File: src/rtl/class_arbiter_pkg.sv
// Shared definitions for the two-class weighted arbiter: FSM states, default
// word width and the turn-handover rule used when a service turn finishes.
package class_pkg;

  localparam int DEFAULT_DATA_SIZE = 10;

  typedef enum logic [1:0] {
    IDLE   = 2'd0,
    SERVE0 = 2'd1,
    SERVE1 = 2'd2
  } arb_state_e;

  // A finished turn hands over to the other class first, otherwise keeps
  // serving the same class, otherwise parks in IDLE.
  function automatic arb_state_e turn_next(arb_state_e own, arb_state_e other,
                                           logic own_elig, logic other_elig);
    if (other_elig)
      return other;
    else if (own_elig)
      return own;
    else
      return IDLE;
  endfunction

endpackage

File: src/rtl/class_arbiter_if.sv
// Bundle between the arbiter and its two class FIFOs plus the downstream sink.
// master = FIFO/sink environment side, slave = arbiter side.
interface class_arbiter_if #(parameter int DATA_SIZE = class_pkg::DEFAULT_DATA_SIZE);

  logic [DATA_SIZE-1:0] fifo0_data;
  logic [DATA_SIZE-1:0] fifo1_data;
  logic                 fifo0_empty;
  logic                 fifo1_empty;
  logic                 fifo0_error;
  logic                 fifo1_error;
  logic                 almost_full0;
  logic                 almost_full1;
  logic                 dest_pause;
  logic                 pop0;
  logic                 pop1;
  logic [DATA_SIZE-1:0] data_out;
  logic                 valid_out;
  logic                 grant;

  modport master (
    output fifo0_data, fifo1_data, fifo0_empty, fifo1_empty,
           fifo0_error, fifo1_error, almost_full0, almost_full1, dest_pause,
    input  pop0, pop1, data_out, valid_out, grant
  );

  modport slave (
    input  fifo0_data, fifo1_data, fifo0_empty, fifo1_empty,
           fifo0_error, fifo1_error, almost_full0, almost_full1, dest_pause,
    output pop0, pop1, data_out, valid_out, grant
  );

endinterface

File: src/rtl/class_arbiter_credit_cnt.sv
// Per-turn credit counter: counts pops within a turn and flags the pop that
// uses the last credit of the current class weight.
module arb_credit_cnt #(
  parameter int CNT_W = 4
) (
  input  logic             clk,
  input  logic             reset,
  input  logic             inc,
  input  logic             clr,
  input  logic [CNT_W-1:0] limit,
  output logic             terminal
);

  logic [CNT_W-1:0] count_q;
  logic [CNT_W-1:0] count_d;

  // Clearing wins over incrementing so a terminal pop restarts the next turn at zero.
  always_comb begin
    count_d = count_q;
    if (clr)
      count_d = '0;
    else if (inc)
      count_d = count_q + 1'b1;
  end

  always_ff @(posedge clk) begin
    if (reset)
      count_q <= '0;
    else
      count_q <= count_d;
  end

  assign terminal = (count_q == limit - 1'b1);

endmodule

File: src/rtl/class_arbiter.sv
// Two-class weighted round-robin FIFO arbiter with 1-cycle output latency.
// Optional urgency handover on almost-full is enabled with `define ARB_URGENT_EN.
module class_arbiter
  import class_pkg::*;
#(
  parameter int DATA_SIZE = DEFAULT_DATA_SIZE,
  parameter int W0        = 3,
  parameter int W1        = 1,
  parameter int CNT_W     = 4
) (
  input logic            clk,
  input logic            reset,
  class_arbiter_if.slave bus
);

  localparam logic [CNT_W-1:0] W0_C = CNT_W'(W0);
  localparam logic [CNT_W-1:0] W1_C = CNT_W'(W1);

  arb_state_e           state_q, state_d;
  logic                 valid_q, valid_d;
  logic                 grant_q, grant_d;
  logic                 elig0, elig1;
  logic                 urgent0, urgent1;
  logic                 pop0_c, pop1_c;
  logic                 credit_inc, credit_clr, credit_term;
  logic [CNT_W-1:0]     credit_limit;
  logic [DATA_SIZE-1:0] word_mux;

  // A zero weight makes its class permanently ineligible.
  assign elig0 = !bus.fifo0_empty && !bus.fifo0_error && (W0 != 0);
  assign elig1 = !bus.fifo1_empty && !bus.fifo1_error && (W1 != 0);

`ifdef ARB_URGENT_EN
  assign urgent0 = bus.almost_full0 && elig0;
  assign urgent1 = bus.almost_full1 && elig1;
`else
  logic unused_almost_full;
  assign unused_almost_full = bus.almost_full0 ^ bus.almost_full1;
  assign urgent0 = 1'b0;
  assign urgent1 = 1'b0;
`endif

  assign credit_limit = (state_q == SERVE1) ? W1_C : W0_C;

  arb_credit_cnt #(.CNT_W(CNT_W)) u_credit (
    .clk      (clk),
    .reset    (reset),
    .inc      (credit_inc),
    .clr      (credit_clr),
    .limit    (credit_limit),
    .terminal (credit_term)
  );

  // Only the other class's urgency ends a turn early; the pop of this cycle still happens.
  always_comb begin
    state_d    = state_q;
    pop0_c     = 1'b0;
    pop1_c     = 1'b0;
    credit_inc = 1'b0;
    credit_clr = 1'b0;
    if (!reset && !bus.dest_pause) begin
      unique case (state_q)
        IDLE: begin
          if (elig0)
            state_d = SERVE0;
          else if (elig1)
            state_d = SERVE1;
        end
        SERVE0: begin
          pop0_c     = elig0;
          credit_inc = elig0;
          if (!elig0 || credit_term || urgent1) begin
            credit_clr = 1'b1;
            state_d    = turn_next(SERVE0, SERVE1, elig0, elig1);
          end
        end
        SERVE1: begin
          pop1_c     = elig1;
          credit_inc = elig1;
          if (!elig1 || credit_term || urgent0) begin
            credit_clr = 1'b1;
            state_d    = turn_next(SERVE1, SERVE0, elig1, elig0);
          end
        end
        default: state_d = IDLE;
      endcase
    end
    valid_d = pop0_c | pop1_c;
    grant_d = pop1_c;
  end

  always_ff @(posedge clk) begin
    if (reset) begin
      state_q <= IDLE;
      valid_q <= 1'b0;
      grant_q <= 1'b0;
    end else begin
      state_q <= state_d;
      valid_q <= valid_d;
      grant_q <= grant_d;
    end
  end

  assign word_mux      = grant_q ? bus.fifo1_data : bus.fifo0_data;
  assign bus.data_out  = word_mux;
  assign bus.valid_out = valid_q;
  assign bus.grant     = grant_q;
  assign bus.pop0      = pop0_c;
  assign bus.pop1      = pop1_c;

endmodule

File: src/flat_wrapper.sv
// flat-port wrapper written by rule: the top's interface ports become plain ports
module class_arbiter_flat import class_pkg::*;
#(
  parameter int DATA_SIZE = DEFAULT_DATA_SIZE,
  parameter int W0        = 3,
  parameter int W1        = 1,
  parameter int CNT_W     = 4
)
  (clk, reset, bus_fifo0_data, bus_fifo1_data, bus_fifo0_empty, bus_fifo1_empty, bus_fifo0_error, bus_fifo1_error, bus_almost_full0, bus_almost_full1, bus_dest_pause, bus_pop0, bus_pop1, bus_data_out, bus_valid_out, bus_grant);
  class_arbiter_if #(.DATA_SIZE(DATA_SIZE)) bus_i ();
  input logic clk;
  input logic reset;
  input wire logic [$bits(bus_i.fifo0_data)-1:0] bus_fifo0_data;
  input wire logic [$bits(bus_i.fifo1_data)-1:0] bus_fifo1_data;
  input wire logic [$bits(bus_i.fifo0_empty)-1:0] bus_fifo0_empty;
  input wire logic [$bits(bus_i.fifo1_empty)-1:0] bus_fifo1_empty;
  input wire logic [$bits(bus_i.fifo0_error)-1:0] bus_fifo0_error;
  input wire logic [$bits(bus_i.fifo1_error)-1:0] bus_fifo1_error;
  input wire logic [$bits(bus_i.almost_full0)-1:0] bus_almost_full0;
  input wire logic [$bits(bus_i.almost_full1)-1:0] bus_almost_full1;
  input wire logic [$bits(bus_i.dest_pause)-1:0] bus_dest_pause;
  output wire logic [$bits(bus_i.pop0)-1:0] bus_pop0;
  output wire logic [$bits(bus_i.pop1)-1:0] bus_pop1;
  output wire logic [$bits(bus_i.data_out)-1:0] bus_data_out;
  output wire logic [$bits(bus_i.valid_out)-1:0] bus_valid_out;
  output wire logic [$bits(bus_i.grant)-1:0] bus_grant;
  assign bus_i.fifo0_data = bus_fifo0_data;
  assign bus_i.fifo1_data = bus_fifo1_data;
  assign bus_i.fifo0_empty = bus_fifo0_empty;
  assign bus_i.fifo1_empty = bus_fifo1_empty;
  assign bus_i.fifo0_error = bus_fifo0_error;
  assign bus_i.fifo1_error = bus_fifo1_error;
  assign bus_i.almost_full0 = bus_almost_full0;
  assign bus_i.almost_full1 = bus_almost_full1;
  assign bus_i.dest_pause = bus_dest_pause;
  assign bus_pop0 = bus_i.pop0;
  assign bus_pop1 = bus_i.pop1;
  assign bus_data_out = bus_i.data_out;
  assign bus_valid_out = bus_i.valid_out;
  assign bus_grant = bus_i.grant;
  class_arbiter #(.DATA_SIZE(DATA_SIZE), .W0(W0), .W1(W1), .CNT_W(CNT_W)) u_core (.clk(clk), .reset(reset), .bus(bus_i));
endmodule
File: config.mk
export PLATFORM = sky130hd
export DESIGN_NAME = class_arbiter_flat
export DESIGN_NICKNAME = d
export VERILOG_FILES = /design/src/rtl/class_arbiter_pkg.sv /design/src/rtl/class_arbiter_if.sv /design/src/rtl/class_arbiter_credit_cnt.sv /design/src/rtl/class_arbiter.sv /design/src/flat_wrapper.sv
export SDC_FILE = /design/constraint.sdc
export NUM_CORES = 1
export LEC_CHECK = 0
export ABC_AREA = 1
export BUFFER_PORTS_ARGS = -buffer_cell sky130_fd_sc_hd__buf_4
export CAP_MARGIN = 5
export CORE_MARGIN = 1
export CORE_UTILIZATION = 47
export CTS_BUF_LIST = sky130_fd_sc_hd__clkbuf_4
export CTS_CLUSTER_SIZE = 25
export DETAILED_ROUTE_END_ITERATION = 12
export GPL_ROUTABILITY_DRIVEN = 0
export PLACE_DENSITY = 0.94
export SYNTH_ARGS = -nofsm -noshare
export SYNTH_HDL_FRONTEND = slang
export SYNTH_SLANG_ARGS = --single-unit
File: constraint.sdc
create_clock -name clk -period 2.4 [get_ports clk]
set_input_delay 0.36 -clock clk [delete_from_list [all_inputs] [get_ports clk]]
set_output_delay 0.36 -clock clk [all_outputs]
set_load 0.02 [all_outputs]
# --- Word level (Yosys, flattened, before mapping) ---
# Index checks and enable logic that the tools add are counted.
word_totals:
  output_inout_bits: 14
  reg_bits: 8
classes:
  mux: 21
  addsub: 2
  eq_ne: 6
  n_bitwise: 1
  n_reduce_logical: 16
ops:
  columns: ["cell", "count"]
  rows:
  - ["2-bit 2-to-1 mux", 8]
  - ["10-bit 2-to-1 mux", 1]
  - ["1-bit 2-to-1 mux", 9]
  - ["1-bit logical NOT", 8]
  - ["2-bit one-hot mux with 3 select lines", 1]
  - ["4-bit by 1-bit adder with 4-bit output (second input constant)", 1]
  - ["4-bit == test", 1]
  - ["1-bit one-hot mux with 2 select lines", 2]
  - ["4-bit AND reduction", 1]
  - ["4-bit by 1-bit subtractor with 4-bit output (second input constant)", 1]
  - ["1-bit logical AND", 3]
  - ["3-bit by 1-bit inequality test with 1-bit output (second input constant)", 1]
  - ["2-bit by 1-bit == test with 1-bit output (second input constant)", 1]
  - ["2-bit == test (second input constant)", 1]
  - ["2-bit logical NOT", 1]
  - ["1-bit logical OR", 2]
  - ["2-bit by 1-bit inequality test with 1-bit output (second input constant)", 1]
  - ["2-bit inequality test (second input constant)", 1]
  - ["2-bit OR reduction", 1]
  - ["1-bit bitwise OR", 1]

# --- Depth between registers and ports, before layout ---
depth:
  depth_word: 9
  ltp_mapped: 12

# --- By module ---
# Synthesis repeated with hierarchy kept, for this count alone.
unflattened:
  hier_cells: 131
  area_unflattened_um2: 843.3
by_module_without_submodules:
  columns: ["mod", "area_per_inst_um2", "seq_area_each_um2", "instances", "cells_per_inst"]
  rows:
  - ["class_arbiter", 525.5, 80.1, 1, 74]
  - ["arb_credit_cnt", 317.8, 80.1, 1, 57]

# --- Worst setup path before layout ---
# Ideal clock, no wire load.
synth_timing:
  path_type: "register to output"
  startpoint: "reg u_core.grant_q (netlist: u_core.bus.grant)"
  endpoint: "out bus_data_out[0]"
  stages_incl_launch_ff: 3
  path_buffers: 1
  t_arrival_ps: 1069
  required_ps: 2040
  setup_slack_ps: 971
  path_cell_list: "dfxtp_1 > buf_2 > mux2_2"
synth_between:
  elab_chain_cells: 1
synth_lines:
  columns: ["element", "line_no", "source"]
  rows:
  - ["from (decl)", "class_arbiter.sv:21", "logic grant_q, grant_d;"]
  - ["from (signal assigned)", "class_arbiter.sv:100", "grant_q <= grant_d;"]
  - ["10-bit 2-to-1 mux", "class_arbiter.sv:104", "assign word_mux = grant_q ? bus.fifo1_data : bus.fifo0_data;"]
  - ["to (decl)", "flat_wrapper.sv:24", "output wire logic [$bits(bus_i.data_out)-1:0] bus_data_out;"]
# No other way between the ends.

# --- Final worst setup path ---
layout_timing:
  startpoint: "reg u_core.grant_q (netlist: u_core.bus.grant)"
  endpoint: "out bus_data_out[1]"
# The elaborated chain is that of the path after synthesis.

==> results.tsv <==
metric	value	unit
run status	finished, final reports clean	
crit-path leading delay family	flip-flops	
CTS tree	done	
cell area after synthesis	712	um2
cts repair resizes	0	
overall routed net length	1720	um
Clock Latency Late Sink	270	ps
Critical Path End Type	output pin	
post-synthesis instance total	101	
initial DRC count	8	
Initial Utilization	52.7	%
initial antenna violation count	0	
RSZ-0062 raised after global routing	no	
Num CTS Buffers	3	
fin nets	179	
gr ovfl total	0	
Final Hold Vio Count	0	
DRC Markers	0	
crit path max fanout	11	
final worst path period share	74.0	%
commonest cells after routing, fill and taps aside	buf_4, nand2_1, inv_1	
Compound-Gate Fraction of Synth Area	5.98	%
worst-margin pin slew	444	ps
# diodes	0	
port buffer count	40	
Setup CP Type	flop to output pin	
worst hold stages	2	
peak supply drop	231	uV
CTS sink cnt	8	
PD cells	345	nW/um2
All-Layer GR Usage	20.8	%
met1 usage	18.6	%
most common cell after layout, fill and taps aside	buf_4	
P_leak	0.541	nW
max_slew headroom	70.3	%
Ports	43	
CP max stage cell	dfxtp_1	
total die area	1670	um2
Routed WL per cell	10.9	um
largest net degree at the start of global routing	12	
routed vias	794	
Layout area overhead	47.3	%
final core utilization	77.7	%
Max Cap Viol	0	
FF-to-FF End	u_core.u_credit.count_q[2]$_SDFFE_PP0P_	
post-layout min period	1780	ps
Worst Hold Path EP	u_core.state_q[1]$_SDFFE_PP0P_	
share of the synthesized area in the top cell type	22.5	%
Post-Syn Nets	135	
Max Root-Sink Buffers	2	
Unique masters post-synth	19	
area post-placement	1030	um2
R2R depth	12	
ranking of synthesized cells by area	dfxtp_1, mux2_2, nand2_1	
Mean Syn Cell Area	7.05	um2
critical path data arrival time	1420	ps
Synth Register Bits	8	
drt pass-1 iters	4	
Core Region	1350	um2
Root Buffer	clkbuf_4	
Reg2Reg Setup Slack	840	ps
sequential area share after synthesis	22.5	%
CP Cell Sequence	mux2_2, buf_4	
Ys Warns	0	
FMAX	0.563	GHz
vias in the first global route	621	
grt met2 use	41.0	%
hold path start	reset	
first-pass GRT wire length	2240	um
Detail Route Antenna Nets	0	
TNS Setup	0	ps
gr busiest metal	met2	
die width	40.9	um
vias per cell	5.03	
fillers	96	
area leader, netlist	dfxtp_1	
required time of the critical path	2040	ps
Slew Limit Fails	0	
Hold Crit Class	primary input to flop	
CTS H-tree lvls	1	
simple-gate share of the synthesized area	35.9	%
launching point of the worst reg2reg path	u_core.state_q[0]$_SDFFE_PP0P_	
fraction of layout cells with a size suffix above 1	44.8	%
die span in y	40.9	um
Worst Path Buf+Inv	1	
Largest stage delay, worst path	600	ps
XOR/XNOR Fraction of Synth Area	2.46	%
HPWL Detailed	1360	um
Clock Skew	13.0	ps
grt met3 use	3.26	%
CTS Hold Bufs	0	
mux contribution to synthesized area	15.8	%
largest family of logic cells by synthesized area	simple AND/OR/NAND/NOR gates	
post-synthesis adder-cell area fraction	8.79	%
Startpoint Class	flop	
postcts setup bufs	0	
setup violators final	0	
Finished Cell Area	1050	um2
Reg clk slew, reported paths	70	ps
Rows	13	
-- layout make-up --
class,count,area (um2),area share [%]
Clock buffer,3,22.5,2.15
Timing Repair Buffer,40,300,28.6
Inverter,15,56.3,5.37
Sequential cell,8,160,15.3
Multi-Input combinational cell,77,490,46.8
Tap cell,15,18.8,1.79
-- state kept, by name, indices dropped and copies added (netlist names) --
signal                   count
u_core.bus.grant             1
u_core.bus.valid_out         1
u_core.u_credit.count_q      4
u_core.state_q               2
-- routing by layer --
metal | vias up | wire, um
met3 | 7 | 212
met5 | - | 0
li1 | 399 | -
met1 | 346 | 584
met4 | 0 | 50
met2 | 42 | 872
-- worst max path at each step --
stage                     cells after the start  slack [ps]                                       to                      startpoint
final                                         2         620                          bus_data_out[1]     u_core.bus.grant$_SDFF_PP0_
after global routing                          2         590                          bus_data_out[1]     u_core.bus.grant$_SDFF_PP0_
after CTS                                     2         620                          bus_data_out[1]     u_core.bus.grant$_SDFF_PP0_
after detailed placement                     12         870  u_core.u_credit.count_q[2]$_SDFFE_PP0P_  u_core.state_q[0]$_SDFFE_PP0P_
after global placement                        2         950                          bus_data_out[6]     u_core.bus.grant$_SDFF_PP0_
after floorplan                               2         970                          bus_data_out[0]     u_core.bus.grant$_SDFF_PP0_
-- per-stage QoR --
stage	worst slack, ps	hold WS (ps)	power [mW]	instances
after CTS	619	268	0.365	158
after global routing	588	278	0.381	158
after global placement	946	492	0.249	155
after detailed placement	874	513	0.253	155
after floorplan	971	429	0.197	101
final	623	269	0.362	158
-- cells in the mapped netlist --
library cell	number
nand2_1	27
inv_1	14
mux2_2	10
nor2_1	10
dfxtp_1	8
ha_1	5
nand3_1	5
a21oi_1	4
nand2_2	3
nor2_2	3
o21ai_0	3
nand2_4	2
buf_2	1
inv_2	1
nor2_4	1
nor2_8	1
o21bai_1	1
xnor2_1	1
xor2_1	1
-- logic make-up (layout without fill, tap and decap cells) --
family,Yosys count,count (layout)
buffers and inverters,16,58
muxes,10,10
DFF,8,8
adders and majority gates,5,5
and+or+nand+nor,52,52
xor gates and xnor gates,2,2
AOI/OAI and AO/OA,8,8
-- power by group --
part	total, mW	switching (mW)	internal (mW)
clock	0.112	0.0541	0.0577
combinational	0.113	0.0538	0.0597
sequential	0.137	0.00193	0.135
Note: power is estimated with default switching activity, not from simulation.
